<file path="config.mk">
export PLATFORM = sky130hd
export DESIGN_NAME = prng_seq_div_flat
export DESIGN_NICKNAME = d
export VERILOG_FILES = /design/src/rtl/prng_seq_div_if.sv /design/src/rtl/prng_seq_div.sv /design/src/flat_wrapper.sv
export SDC_FILE = /design/constraint.sdc
export NUM_CORES = 1
export LEC_CHECK = 0
export ABC_CLOCK_PERIOD_IN_PS = 3000
export BUFFER_PORTS_ARGS = -buffer_cell sky130_fd_sc_hd__buf_2
export CAP_MARGIN = 25
export CORE_MARGIN = 1
export CORE_UTILIZATION = 25
export DETAILED_ROUTE_END_ITERATION = 12
export GPL_TIMING_DRIVEN = 0
export PLACE_DENSITY = 0.52
export SLEW_MARGIN = 20
export SYNTH_ARGS = -nofsm -noshare
export SYNTH_HDL_FRONTEND = slang
export SYNTH_SLANG_ARGS = --single-unit
</file>
<file path="constraint.sdc">
create_clock -name clk -period 3 [get_ports clk]
set_clock_uncertainty 0.05 [all_clocks]
set_input_delay 0.15 -clock clk [delete_from_list [all_inputs] [get_ports clk]]
set_output_delay 0.15 -clock clk [all_outputs]
set_load 0.01 [all_outputs]
</file>
<file path="src/rtl/prng_seq_div_if.sv">
// prng_seq_div_if: operand and result handshake bundle for the restoring divider
interface prng_seq_div_if #(parameter int WIDTH = 32);
  logic in_valid, in_ready, out_valid, out_ready, div_zero, overflow;
  logic [2*WIDTH-1:0] dividend;
  logic [WIDTH-1:0] divisor, quotient, remainder;
  modport master (output in_valid, dividend, divisor, out_ready,
                  input in_ready, out_valid, quotient, remainder, div_zero, overflow);
  modport slave (input in_valid, dividend, divisor, out_ready,
                 output in_ready, out_valid, quotient, remainder, div_zero, overflow);
endinterface

</file>
<file path="src/rtl/prng_seq_div.sv">
// prng_seq_div: iterative radix-2 restoring divider, 2W-bit dividend by W-bit divisor
module prng_seq_div #(parameter int WIDTH = 32) (
  input logic clk,
  input logic rst_n,
  prng_seq_div_if.slave bus
);
  localparam int CW = $clog2(WIDTH);
  typedef enum logic [1:0] {IDLE, BUSY, DONE} state_t;
  state_t state, state_nx;
  logic [WIDTH:0] shifted;
  logic [WIDTH-1:0] r, r_nx, q, q_nx, d, quo, rem;
  logic [CW-1:0] cnt;
  logic dz, ov, zero, big, ge, last, accept;
  assign zero = bus.divisor == '0;
  assign big = bus.dividend[2*WIDTH-1:WIDTH] >= bus.divisor;
  assign accept = state == IDLE && bus.in_valid;
  assign last = cnt == CW'(WIDTH - 1);
  // partial remainder stays below d, so only the shifted value needs the extra bit
  assign shifted = {r, q[WIDTH-1]};
  assign ge = shifted >= {1'b0, d};
  assign r_nx = ge ? WIDTH'(shifted - {1'b0, d}) : shifted[WIDTH-1:0];
  assign q_nx = {q[WIDTH-2:0], ge};
  assign bus.in_ready = state == IDLE;
  assign bus.out_valid = state == DONE;
  assign bus.quotient = quo;
  assign bus.remainder = rem;
  assign bus.div_zero = dz;
  assign bus.overflow = ov;
  always_ff @(posedge clk or negedge rst_n)
    if (!rst_n) state <= IDLE;
    else state <= state_nx;
  always_comb begin
    state_nx = state;
    case (state)
      IDLE: if (bus.in_valid) state_nx = (zero || big) ? DONE : BUSY;
      BUSY: if (last) state_nx = DONE;
      DONE: if (bus.out_ready) state_nx = IDLE;
      default: state_nx = IDLE;
    endcase
  end
  always_ff @(posedge clk or negedge rst_n)
    if (!rst_n) begin
      r <= '0;
      q <= '0;
      d <= '0;
      cnt <= '0;
      quo <= '0;
      rem <= '0;
      dz <= 1'b0;
      ov <= 1'b0;
    end else if (accept) begin
      r <= bus.dividend[2*WIDTH-1:WIDTH];
      q <= bus.dividend[WIDTH-1:0];
      d <= bus.divisor;
      cnt <= '0;
      if (zero || big) begin
        quo <= '1;
        rem <= zero ? bus.dividend[WIDTH-1:0] : '0;
        dz <= zero;
        ov <= !zero;
      end
    end else if (state == BUSY) begin
      r <= r_nx;
      q <= q_nx;
      cnt <= cnt + CW'(1);
      if (last) begin
        quo <= q_nx;
        rem <= r_nx;
        dz <= 1'b0;
        ov <= 1'b0;
      end
    end
endmodule

</file>
<file path="src/flat_wrapper.sv">
// flat-port wrapper written by rule: the top's interface ports become plain ports
module prng_seq_div_flat 
#(parameter int WIDTH = 32)
  (clk, rst_n, bus_in_valid, bus_dividend, bus_divisor, bus_out_ready, bus_in_ready, bus_out_valid, bus_quotient, bus_remainder, bus_div_zero, bus_overflow);
  prng_seq_div_if #(.WIDTH(WIDTH)) bus_i ();
  input logic clk;
  input logic rst_n;
  input wire logic [$bits(bus_i.in_valid)-1:0] bus_in_valid;
  input wire logic [$bits(bus_i.dividend)-1:0] bus_dividend;
  input wire logic [$bits(bus_i.divisor)-1:0] bus_divisor;
  input wire logic [$bits(bus_i.out_ready)-1:0] bus_out_ready;
  output wire logic [$bits(bus_i.in_ready)-1:0] bus_in_ready;
  output wire logic [$bits(bus_i.out_valid)-1:0] bus_out_valid;
  output wire logic [$bits(bus_i.quotient)-1:0] bus_quotient;
  output wire logic [$bits(bus_i.remainder)-1:0] bus_remainder;
  output wire logic [$bits(bus_i.div_zero)-1:0] bus_div_zero;
  output wire logic [$bits(bus_i.overflow)-1:0] bus_overflow;
  assign bus_i.in_valid = bus_in_valid;
  assign bus_i.dividend = bus_dividend;
  assign bus_i.divisor = bus_divisor;
  assign bus_i.out_ready = bus_out_ready;
  assign bus_in_ready = bus_i.in_ready;
  assign bus_out_valid = bus_i.out_valid;
  assign bus_quotient = bus_i.quotient;
  assign bus_remainder = bus_i.remainder;
  assign bus_div_zero = bus_i.div_zero;
  assign bus_overflow = bus_i.overflow;
  prng_seq_div #(.WIDTH(WIDTH)) u_core (.clk(clk), .rst_n(rst_n), .bus(bus_i));
endmodule
</file>
==> qor.txt, run 1 <==
Number of max-cap violations: 0
Global route total overflow: 0
Ports: 168
Layout cells sized above 1: 0.275
Reg-to-reg critical path endpoint: u_core.bus.remainder[18]
Fmax: 325 MHz
Crit path to: u_core.bus.remainder[18]
FP Rows: 73
Die width: 204 um
Via density: 4.95
#FFs+latches synth: 169
Number of global-route vias before repair: 10100
TNS Setup: -0.164 ns
Layout Nets: 1664
R2r setup slk: -0.08 ns
Most common cell in the netlist: nand2_1
Area delta synth->final: 42.4%
Setup crit end kind: register
Post-layout minimum cycle time: 3.08 ns
Clock Tree Buf Depth: 2
Setup ws final: -0.0794 ns
Setup Viol. Count Final: 5
P per Cell Area: 1420 mW/mm2
Crit. Startpoint: u_core.r[8]
HPWL after DPL: 30400 um
Yosys warnings: 0
Synth Net Count: 1341
GRT Total Usage: 0.193
CP Cell Sequence: ha_4, nand4_4, or4_4, o2111a_1, a221oi_4, buf_4, a211oi_4, xnor2_2, mux2i_4, o21ai_1, mux2_4
CTS buffer count: 17
Die H: 204 um
Vias after detailed routing: 10100
Worst vdd rail ir drop: 0.000558 V
Worst path max stage delay: 0.53 ns
Worst slew margin: 0.420
Sequential area share after synthesis: 0.414
# diodes: 0
Synth Flop Type: dfrtp_1
Worst hold path class: primary input to register
Pre-CTS setup slack: -1.17 ns
First-pass GRT wire length: 60500 um
Routed Wire Length: 39800 um
Syn avg cell area: 8.70 um2
M2 GR Usage: 0.319
FFs w/ async S/R, synth: 1.00
Crit path max-delay cell type: or4_4
Core box area: 0.0400 mm2
Worst-Margin Slew: 0.867 ns
Final Max Slew Viols: 0
Crit start category: register
Starting Density: 0.255
Port bufs: 167
Reg2reg path depth: 11
Failing checks: setup timing
Share of the synthesized area in the top cell type: 0.414
CP required: 3.28 ns
DIE AREA: 0.0417 mm2
Crit path DAT: 3.36 ns
Largest net degree at the start of global routing: 89
Post-synth cell types: 67
Area leader, netlist: dfrtp_1
Placed cell area: 0.0117 mm2
CTS tree: yes
Post-synth top cells: nand2_1, dfrtp_1, o21ai_0, a21oi_1, inv_1
ANT nets after route: 0
Crit-path max FO: 6
Hold Startpoint: bus_dividend[62]
Initial DRC Count: 634
Leakage power: 0.00660 uW
Unrepaired setup endpoints after global routing: yes
EDFF count, synth: 0
DRC errors left: 0
CTS Root Buffer Type: clkbuf_16
Met3 GRT Util: 0.0330
GR peak layer: met2
Status: finished, violations left
Worst hold slack: 0.0156 ns
Initial antenna violation count: 2
Final Cycle Share: 1.03
Placer Congestion: 0.864
Start of the worst register-to-register path: u_core.r[8]
Design Area, Final: 0.0145 mm2
Fillers: 4134
Gate Count Post-Synth: 1174
Clock Pin Slew Worst Setup and Hold Paths: 0.07 ns
Pre-antenna DRT Iters: 6
Worst-Skew Late Latency: 0.44 ns
Grt met1 use: 0.250
Final Hold Viols: 0
Synth area leaders: dfrtp_1, ha_1, nand2_1, o21ai_0, a21oi_1
Number of H-tree levels: 4
Critical path type: register to register
Synthesized cell area: 0.0102 mm2
Wire per inst: 19.6 um
CTS Sinks: 169
## worst max-delay path, delay by kind of cell, from the launching register on
family          cells  cell delay [ns]
simple gates        2             0.65
compound gates      4             0.65
mux                 2             0.48
flops               1             0.45
fa+ha+maj           1             0.34
buf+inv             1             0.19
xor+xnor            1             0.15
## timing repair
action | 4_1_cts | 5_1_grt
hold buffers | 92 | 0
buffers inserted | 32 | 19
endpoints found under the setup margin | 143 | 145
resized for setup | 139 | 76
cloned | 1 | 0
endpoints found under the hold margin | 182 | 0
pin swaps | 33 | 32
## layout by cell type (no fill, tap or decap), drive strengths merged, types with 55 or more instances in the layout
cell,n
clkbuf,69
inv,78
ha,66
o21ai,129
buf,229
dlygate4sd3,92
nand2,209
dfrtp,169
nor2,55
a21oi,80
## state kept, by name (all words and copies together), names as in the netlist
signal	count
u_core.bus.div_zero	1
u_core.bus.overflow	1
u_core.state	2
u_core.cnt	5
u_core.r	32
u_core.d	32
u_core.bus.remainder	32
u_core.q	32
u_core.bus.quotient	32
## worst min path at each step
stage	endpoint	cells past startpoint
floorplan	u_core.bus.div_zero	0
global placement	u_core.r[7]	2
detailed placement	u_core.bus.quotient[8]	1
CTS	u_core.r[30]	3
global route	u_core.r[30]	3
finish	u_core.r[30]	3
## report_power, final
group,switching (uW),internal (uW)
Combinational,7960,6440
Clock,1040,1080
Sequential,819,3390
Total,9820,10900
## through the flow
step	cells	total power [uW]	utilization
global placement	1866	14500	0.293
floorplan	1174	11200	-
finish	2035	20700	0.364
global route	2035	22100	0.364
detailed placement	1867	14600	0.294
CTS	2018	19500	0.354
## metal layers
layer  part of all wire  up-vias
li1                   -     4796
met1               0.44     4900
met2               0.48      317
met3              0.054       65
met4              0.030        4
met5            0.00068        -
## final cells by class
type	count	area [um2]	share of cell area
repair buffers	311	2220	0.153
multi-input cells	865	6320	0.434
well taps	525	657	0.0452
flip-flops and latches	169	4240	0.291
plain buffers	61	299	0.0206
clock inverters	14	114	0.00783
inverters	72	270	0.0186
clock buffers	18	429	0.0295
## cell families after synthesis
group,after synthesis,share of synthesized area
AOI/OAI and AO/OA,365,0.224
and+or+nand+nor,358,0.152
buffers and inverters,140,0.0544
muxes,47,0.0487
adders and majority gates,67,0.0828
xor gates and xnor gates,28,0.0240
DFF,169,0.414
No activity file was read; power rests on OpenSTA's default activity.
==> run 2: changes to the inputs <==
Settings changed: ABC_AREA set to 1.
==> qor.txt, run 2 <==
Status: finished clean
Initial antenna violation count: 1
CTS Root Buffer Type: clkbuf_16
Initial DRC Count: 806
Die H: 218 um
Synth area leaders: dfrtp_1, nand2_1, inv_1, ha_1, nand3_1
Multi-input logic area: 0.00615 mm2
DIE AREA: 0.0475 mm2
Sequential cell area: 0.00423 mm2
FFs w/ async S/R, synth: 1.00
CTS Sinks: 169
P per Cell Area: 1250 mW/mm2
R2r setup slk: 0.34 ns
Crit. Startpoint: bus_divisor[3]
# diodes: 0
FP Rows: 78
Routed Wire Length: 44800 um
Worst-Margin Slew: 0.795 ns
Worst vdd rail ir drop: 0.000531 V
Post-layout minimum cycle time: 2.85 ns
Sw Share: 0.533
Worst-Skew Late Latency: 0.47 ns
Crit start category: primary input
Clock Tree Buf Depth: 2
Worst hold path class: primary input to register
Core box area: 0.0457 mm2
#FFs+latches synth: 169
Number of max-cap violations: 0
Worst slew margin: 0.465
Critical path type: primary input to register
Area delta synth->final: 27.3%
Worst path max stage delay: 0.54 ns
Final Cycle Share: 0.949
First-pass GRT wire length: 68600 um
Tot Pwr: 18500 uW
Port bufs: 167
Layout cells sized above 1: 0.146
Reg2reg path depth: 12
TNS Setup: 0 ns
Via density: 4.54
Internal power: 8630 uW
CTS tree: yes
Synthesized cell area: 0.0117 mm2
GRT Total Usage: 0.192
Crit path max-delay cell type: dlygate4sd3_1
Die width: 218 um
Final Max Slew Viols: 0
Number of H-tree levels: 4
Reg-to-reg critical path endpoint: u_core.bus.remainder[21]
Vias after detailed routing: 11800
Post-synth cell types: 41
Most used cell, CP: nand2_1
Critical path's top delay family: simple AND/OR/NAND/NOR gates
Most common cell in the netlist: nand2_1
Start of the worst register-to-register path: u_core.d[28]
Crit-path max FO: 10
Post-synth top cells: nand2_1, inv_1, dfrtp_1, nand3_1, ha_1
CP required: 3.36 ns
Leakage power: 0.00816 uW
Comb power frac: 0.660
Fmax: 351 MHz
Synth Flop Type: dfrtp_1
Final Hold Viols: 0
Unrepaired setup endpoints after global routing: no
Buf/Inv on CP: 4
Syn avg cell area: 6.84 um2
Largest net degree at the start of global routing: 92
Global route total overflow: 0
Yosys warnings: 0
Placer Congestion: 0.939
Clock Pin Slew Worst Setup and Hold Paths: 0.08 ns
Pre-antenna DRT Iters: 8
Setup crit end kind: register
Gate Count Post-Synth: 1704
Sw power: 9860 uW
Crit path DAT: 3.21 ns
Clock share of power: 0.124
Area leader, netlist: dfrtp_1
CP Cell Sequence: dlygate4sd3_1, buf_2, nor4_1, nand2_1, nor2_1, nand2_1, clkinv_1, clkbuf_1, nand3_1, nand3_1, nand2_1, nand2_1
CP Depth: 12
Pre-CTS setup slack: -0.160 ns
Commonest non-fill, non-tap cell in the layout: nand2_1
ANT nets after route: 0
Most frequent cells in the layout: nand2_1, inv_1, buf_2
Sequential area share after synthesis: 0.363
Setup Viol. Count Final: 0
HPWL after DPL: 36200 um
Fillers: 5083
Setup ws final: 0.154 ns
Wire per inst: 17.2 um
Ports: 168
Reg power frac: 0.215
Crit path to: u_core.bus.remainder[18]
Number of global-route vias before repair: 11700
Synth Net Count: 1871
EDFF count, synth: 0
Share of the synthesized area in the top cell type: 0.363
CTS buffer count: 17
Starting Density: 0.255
DRC errors left: 0
Layout Nets: 2152
-- run 2: layout make-up --
cell class | instances | share of cell area
Clock inverter | 15 | 0.0121
Timing Repair Buffer | 262 | 0.122
Tap cell | 600 | 0.0506
Sequential cell | 169 | 0.285
Multi-Input combinational cell | 1218 | 0.414
Clock buffer | 17 | 0.0287
Inverter | 250 | 0.0632
Buffer | 67 | 0.0244
-- run 2: metal layers --
| metal | global-route usage | vias up | wire length, um |
|---|---|---|---|
| met5 | 0 | - | 9 |
| met4 | 0.0408 | 2 | 556 |
| li1 | - | 5939 | - |
| met2 | 0.323 | 258 | 21200 |
| met1 | 0.253 | 5552 | 20900 |
| met3 | 0.0371 | 32 | 2180 |
-- run 2: logic make-up (layout without fill, tap and decap cells) --
logic type                 after synthesis  after routing  synth area share
DFF                                    169            169             0.363
adders and majority gates               67             67            0.0726
and+or+nand+nor                       1027           1027             0.383
buffers and inverters                  317            611             0.111
xor gates and xnor gates                14             14            0.0105
AOI/OAI and AO/OA                      110            110            0.0598
-- run 2: worst min-delay path by stage --
stage / start / to / cells after the start
2_1_floorplan: rst_n / u_core.bus.div_zero / 0
3_3_place_gp: bus_out_ready / u_core.state[1] / 2
3_5_place_dp: rst_n / u_core.bus.quotient[10] / 1
4_1_cts: bus_divisor[2] / u_core.d[2] / 3
5_1_grt: bus_dividend[63] / u_core.r[31] / 5
6_report: bus_divisor[2] / u_core.d[2] / 3
-- run 2: power by group through the flow --
stage / sequential (uW) / clock [uW] / combinational, uW
6_report: 3980 / 2300 / 12200
3_5_place_dp: 4010 / 0 / 12100
5_1_grt: 4100 / 2430 / 13800
4_1_cts: 3970 / 2340 / 12300
3_3_place_gp: 3980 / 0 / 12000
2_1_floorplan: 4050 / 0 / 8410
-- run 2: metrics by stage --
step	util	std cells	hold slack, ns	area [um2]
3_3_place_gp	0.290	2471	0.278	13200
6_report	0.325	2598	0.00400	14800
4_1_cts	0.324	2597	0.000837	14800
2_1_floorplan	-	1704	-0.196	11700
5_1_grt	0.325	2598	0.0322	14800
3_5_place_dp	0.291	2472	0.136	13300
-- run 2: timing repair --
action / 4_1_cts / 5_1_grt
buffers inserted: 0 / 1
endpoints found under the setup margin: 0 / 30
hold buffers: 93 / 0
endpoints found under the hold margin: 170 / 0
resized for setup: 0 / 4
-- run 2: worst register-to-register path, delay by kind of cell, from the launching register on --
family / cells / cell delay [ns]
compound gates: 3 / 0.62
fa+ha+maj: 1 / 0.35
buf+inv: 2 / 0.29
simple gates: 6 / 0.93
flops: 1 / 0.36
